[src/rtl/arm_pkg.sv]
// Shared flag-register types and condition-code constants for the ARM-style
// pipeline: NZCV layout and the "always" condition.
package arm_pkg;

  localparam logic [3:0] COND_AL = 4'b1110;

  // Bit positions inside an NZCV nibble, same order the condition checker uses
  localparam int N = 3;
  localparam int Z = 2;
  localparam int C = 1;
  localparam int V = 0;

  typedef struct packed {
    logic n;
    logic z;
    logic c;
    logic v;
  } nzcv_t;

endpackage

[src/rtl/status_register_unit.sv]
// Architectural NZCV register with EXE capture, direct-write req/ack port,
// EXE-to-ID forwarding (or stall), sticky overflow and a flag-update counter.
module status_register_unit
  import arm_pkg::*;
#(
  parameter bit         FORWARD_EN = 1'b1,
  parameter int         CNT_W      = 16,
  parameter logic [3:0] RESET_NZCV = 4'b0000
) (
  input  logic             clk,
  input  logic             rst,
  input  logic             freeze,
  input  logic             exe_valid,
  input  logic             exe_s,
  input  logic [3:0]       exe_nzcv,
  input  logic [3:0]       id_cond,
  input  logic             msr_req,
  input  logic [3:0]       msr_data,
  output logic             msr_ack,
  input  logic             sticky_clr,
  output logic [3:0]       status_out,
  output logic             flag_stall,
  output logic             sticky_v,
  output logic [CNT_W-1:0] upd_count
);

  nzcv_t            nzcv_r;
  logic             msr_ack_r;
  logic             sticky_r;
  logic [CNT_W-1:0] cnt_r;

  logic             exe_hot_s;
  logic             exe_wr_s;
  logic             msr_wr_s;
  logic             wr_any_s;
  nzcv_t            wr_data_s;
  logic             wr_v_s;
  logic [3:0]       status_sel_s;

  assign exe_hot_s = exe_valid & exe_s;
  assign exe_wr_s  = exe_hot_s & ~freeze;
  // EXE owns the register when both want it; the request simply waits.
  assign msr_wr_s  = msr_req & ~freeze & ~exe_wr_s;
  assign wr_any_s  = exe_wr_s | msr_wr_s;

  // Select the value a committed write would store this cycle
  always_comb begin
    wr_data_s = nzcv_r;
    if (exe_wr_s) begin
      wr_data_s = nzcv_t'(exe_nzcv);
    end else if (msr_wr_s) begin
      wr_data_s = nzcv_t'(msr_data);
    end else begin
      wr_data_s = nzcv_r;
    end
  end

  assign wr_v_s = wr_any_s & wr_data_s[V];

  // NZCV architectural register
  always_ff @(posedge clk) begin
    if (rst) begin
      nzcv_r <= nzcv_t'(RESET_NZCV);
    end else if (wr_any_s) begin
      nzcv_r <= wr_data_s;
    end else begin
      nzcv_r <= nzcv_r;
    end
  end

  // Direct-write acknowledge: a single pulse after each performed write, never under freeze
  always_ff @(posedge clk) begin
    if (rst) begin
      msr_ack_r <= 1'b0;
    end else begin
      msr_ack_r <= msr_wr_s;
    end
  end

  // Sticky overflow: a V=1 write beats a same-cycle clear; frozen cycles change nothing
  always_ff @(posedge clk) begin
    if (rst) begin
      sticky_r <= 1'b0;
    end else if (freeze) begin
      sticky_r <= sticky_r;
    end else if (wr_v_s) begin
      sticky_r <= 1'b1;
    end else if (sticky_clr) begin
      sticky_r <= 1'b0;
    end else begin
      sticky_r <= sticky_r;
    end
  end

  // Committed-write counter, wraps naturally at all-ones
  always_ff @(posedge clk) begin
    if (rst) begin
      cnt_r <= {CNT_W{1'b0}};
    end else if (wr_any_s) begin
      cnt_r <= cnt_r + {{(CNT_W-1){1'b0}}, 1'b1};
    end else begin
      cnt_r <= cnt_r;
    end
  end

  generate
    if (FORWARD_EN) begin : g_fwd
      // Bypass the in-flight EXE flags so ID never sees stale values
      always_comb begin
        status_sel_s = nzcv_r;
        if (exe_hot_s) begin
          status_sel_s = exe_nzcv;
        end else begin
          status_sel_s = nzcv_r;
        end
      end
    end else begin : g_nofwd
      assign status_sel_s = nzcv_r;
    end
  endgenerate

  assign status_out = rst ? RESET_NZCV : status_sel_s;
  // Without bypass, any flag-setting EXE op forces ID to wait unless its condition is AL.
  assign flag_stall = ~FORWARD_EN & exe_hot_s & (id_cond != COND_AL) & ~rst;

  assign msr_ack   = msr_ack_r;
  assign sticky_v  = sticky_r;
  assign upd_count = cnt_r;

endmodule
[config.mk]
export PLATFORM = sky130hd
export DESIGN_NAME = status_register_unit
export DESIGN_NICKNAME = d
export VERILOG_FILES = /design/src/rtl/arm_pkg.sv /design/src/rtl/status_register_unit.sv
export SDC_FILE = /design/constraint.sdc
export NUM_CORES = 1
export LEC_CHECK = 0
export BUFFER_PORTS_ARGS = -buffer_cell sky130_fd_sc_hd__buf_2
export CAP_MARGIN = 20
export CORE_MARGIN = 8
export CORE_UTILIZATION = 40
export CTS_CLUSTER_SIZE = 14
export DETAILED_ROUTE_END_ITERATION = 16
export GPL_ROUTABILITY_DRIVEN = 0
export PLACE_DENSITY_LB_ADDON = 0.12
export SYNTH_ARGS = -nofsm -noshare
export SYNTH_HDL_FRONTEND = slang
export SYNTH_SLANG_ARGS = --single-unit
[constraint.sdc]
create_clock -name clk -period 1.7 [get_ports clk]
set_input_delay 0.255 -clock clk [delete_from_list [all_inputs] [get_ports clk]]
set_output_delay 0.255 -clock clk [all_outputs]
set_load 0.01 [all_outputs]
## Word-level counts from Yosys, hierarchy flattened

Index checks and enable logic that the tools add are counted.

- Register bits after elaboration: 22
- Input port bits: 19
- Output and inout port bits: 23

- Add/sub/neg operators: 1
- Multiplexer cells: 6
- Bitwise gates (word level): 8
- Reduce and logical (&&, ||, !) cells: 4

Operators by type and width:

| operator | count |
|---|---|
| adder 16 x 1 -> 16 bit (second input constant) | 1 |
| two-way mux 4 bit | 4 |
| bitwise AND 1 bit | 5 |
| AND reduction 2 bit | 2 |
| nonzero test 2 bit | 2 |
| two-way mux 1 bit | 2 |
| inverter 1 bit | 2 |
| OR 1 bit | 1 |

## Depth between registers and ports, before layout

- Depth after elaboration: 9
- Mapped depth: 6

## Least setup slack after synthesis

Ideal clock, no wire load.

- Path kind: register to register
- Start point: register cnt_r[4], in the netlist upd_count[4]
- End point: register cnt_r[15], in the netlist upd_count[15]
- Setup time: 0.070 ns
- Arrival: 1.577 ns
- Data required time: 1.630 ns
- Path slack: 0.053 ns
- Cell stages (with the launch flop): 5
- Period minus slack after synthesis: 1.647 ns
- Path through: dfxtp_1 -> nand4_2 -> or3_4 -> or4_1 -> a21oi_1

- Word-level cells in the longest chain between the ends: 1

Ends and longest elaborated chain:

| what | line | text |
|---|---|---|
| start, declared | status_register_unit.sv:30 | `logic [CNT_W-1:0] cnt_r;` |
| start signal, assigned | status_register_unit.sv:98 | `cnt_r <= {CNT_W{1'b0}};` |
| start signal, assigned | status_register_unit.sv:100 | `cnt_r <= cnt_r + {{(CNT_W-1){1'b0}}, 1'b1};` |
| start signal, assigned | status_register_unit.sv:102 | `cnt_r <= cnt_r;` |
| adder 16 x 1 -> 16 bit | status_register_unit.sv:100 |  |

Every way passes these cells.
A chain may end at the register's enable or synchronous reset.

## Worst setup path in the final report

- Start point: register cnt_r[6], in the netlist upd_count[6]
- End point: register cnt_r[15], in the netlist upd_count[15]

The elaborated chain is that of the path after synthesis.

==> results.ini <==
[run_status]
run_status = finished, final reports clean

[worst_setup_path]
crit_fanout = 6
worst-setup-path-type = reg2reg
cp_data_arrival_time_ns = 1.86
setup.worst_path.end_class = register
worst_setup_path_start_kind = register
required_ns = 1.96

[pwr]
power.combinational.fraction = 0.105
switching_fraction_of_total_power = 0.220
power-per-cell-area_nw_per_um2 = 737
power_frac_clock = 0.381
leakage_power_nw = 0.631
switching_power_uw = 231
irDropWorstVdd_mv = 0.736
total_internal_power_uw = 816
share_seq_of_total_power = 0.514

[clock_network]
cts_hold_repair.buffers = 0
cts_setup_buffers = 0
cts_htree_levels = 1
cts_buffers = 3
clock_sink_count = 22
root_buffer = clkbuf_4
clock_latency_late_sink_ns = 0.31
ctsLongestPathBuffers = 2
worst_setup_hold_path_clk_slew_ns = 0.13
tritoncts_clock_tree = done

[timing]
number_of_endpoints_with_negative_hold_slack_in_the_final_report = 0
worst-slew-pin-transition_ns = 0.546
layout_worst_path_cycle_share = 0.944
fin_worst_setup_slack_ns = 0.0946
min_tclk_post_route_ns = 1.61
clock_skew_ns = 0.0122
maxSlewHeadroom = 0.635
setup-tns-final_ns = 0
drv_slew = 0
max_freq_mhz = 623
grt_setup_unrepaired = no
finalSetupViolations = 0

[floorplanning]
chipHeight_um = 67.8
die_area_um2 = 4590
core_region_area_um2 = 2500
rows = 18
die_w_um = 67.8
initial_core_util = 0.429
io_pins = 42

[layout]
layout-area-overhead-vs-synth_pct = 32.4
postLayoutCoreUtil = 0.568
filler_cell_count = 242
design.final.nets = 199
antenna_cells = 0
fraction_of_layout_instances_using_a_drive_strength_above_1 = 0.348

[grt]
antenna_found_initial = 0
grt_overflow_total = 0
grt_max_degree = 15
first_pass_grt_wire_length_um = 4810
first_global_vias = 1137
grt_util_overall = 0.131

[route]
route.antenna.remaining_nets = 0
detail_routed_via_count_per_cell = 5.35
post-route-drc-count = 0
drt_iter0_drc = 56
met2WireLength_um = 1360
routedWlPerCell_um = 13.6
highest_layer = met4
vias = 1113
met1_length_um = 1300
wl_um = 2820
dr_wl_met3_um = 138
drt_first_pass_iters = 4

[logic_synthesis]
synth.top_cells.by_area = dfxtp_1 (41%), a21oi_1 (7.5%), nand3_1 (5.1%), nor2_1 (4.2%), nand2_1 (3.5%)
synth_top_area_share = 0.411
ys_ff_latch = 22
post_synth_inst_count = 131
synthDominantAreaCellType = dfxtp_1
netlist_area_um2 = 1070
ys_warn_count = 0
synth_fp_nets = 151
synth-seq-area-share = 0.411
syn-mean-instance-area_um2 = 8.19
synth.distinct_cells = 32

[run]
timing.max_cap.violations = 0

[placement]
place_hpwl_um = 2170
place_worst_setup_slack_ns = 0.0930
buffers_added_on_ports = 36

[worst_hold_path]
hp-class = in2reg

-- per-layer routing --
layer,track usage,vias up
met5,0,-
met4,0.0332,0
met3,0.0464,2
met2,0.230,25
met1,0.146,529
li1,-,557
-- timing repair --
action | in CTS | in global routing
hold endpoints to repair | 0 | 0
setup endpoints to repair | 0 | 1
resized for setup | 0 | 1
-- critical path, stage by stage, from the launching register on --
cell and delay, ns:
dfxtp_1 0.37, nand4_2 0.14, or3_4 0.44, or4_1 0.47
a21oi_1 0.14
-- synth_stat cells --
| master | count |
|---|---|
| dfxtp_1 | 22 |
| a21oi_1 | 16 |
| nor2_1 | 12 |
| nand3_1 | 11 |
| nand2_1 | 10 |
| o21ai_0 | 6 |
| o31ai_1 | 4 |
| or4_1 | 4 |
| xnor2_1 | 4 |
| xor2_1 | 4 |
| a211oi_1 | 3 |
| clkbuf_1 | 3 |
| inv_1 | 3 |
| nor3_1 | 3 |
| or3_1 | 3 |
| a21o_1 | 2 |
| buf_1 | 2 |
| buf_2 | 2 |
| mux2i_1 | 2 |
| nor3b_1 | 2 |
| or2_2 | 2 |
| and3_2 | 1 |
| and3b_1 | 1 |
| and4_2 | 1 |
| buf_4 | 1 |
| conb_1 | 1 |
| ha_1 | 1 |
| nand2b_1 | 1 |
| nand4_1 | 1 |
| nand4_2 | 1 |
| nand4b_1 | 1 |
| or3_4 | 1 |
-- final cells by class --
type | count | area, µm² | area share
multi-input cells | 98 | 584 | 0.411
flip-flops and latches | 22 | 442 | 0.311
repair buffers | 51 | 293 | 0.206
well taps | 30 | 37.5 | 0.0264
clock inverters | 1 | 30.0 | 0.0211
clock buffers | 3 | 22.5 | 0.0159
inverters | 3 | 11.3 | 0.00793
-- placed cells by master (no fill, tap or decap), drive strengths merged, types with 6 or more instances in the layout --
cell,n
buf,51
nand3,11
a21oi,16
o21ai,6
dfxtp,22
nor2,12
nand2,10
-- registers in the layout (all words and copies together) (netlist names) --
name       cells
nzcv_r         4
msr_ack        1
sticky_v       1
upd_count     16
-- cell families after synthesis --
logic type | after synthesis | synth area share
fa+ha+maj | 1 | 0.0117
other cells | 1 | 0.00350
xor+xnor | 8 | 0.0653
compound gates | 31 | 0.166
simple gates | 55 | 0.280
mux | 2 | 0.0187
buf+inv | 11 | 0.0443
flops | 22 | 0.411
-- through the flow --
stage | hold slack (ns) | total power [mW] | instance area, µm² | instances
after detailed placement | 0.475 | 0.659 | 1370 | 204
after CTS | 0.171 | 1.06 | 1420 | 208
after global routing | 0.172 | 1.10 | 1420 | 208
after floorplan | 0.373 | 0.613 | 1070 | 131
final | 0.179 | 1.05 | 1420 | 208
after global placement | 0.462 | 0.655 | 1370 | 204
-- path summary, 6_finish.rpt --
check	depth (start not counted)	slack [ns]	startpoint	to
setup / recovery	4	0.09	upd_count[6]	upd_count[15]
hold / removal	3	0.18	msr_req	msr_ack
setup reg to reg	4	0.09	upd_count[6]	upd_count[15]
hold reg to reg	2	0.49	upd_count[15]	upd_count[15]
-- power by group through the flow --
| stage | clock network, mW | registers, mW | logic, mW |
|---|---|---|---|
| after floorplan | 0 | 0.550 | 0.0625 |
| after global placement | 0 | 0.547 | 0.108 |
| after detailed placement | 0 | 0.548 | 0.111 |
| after CTS | 0.412 | 0.537 | 0.111 |
| after global routing | 0.441 | 0.539 | 0.124 |
| final | 0.399 | 0.538 | 0.110 |
(Power assumes the default switching activity.)
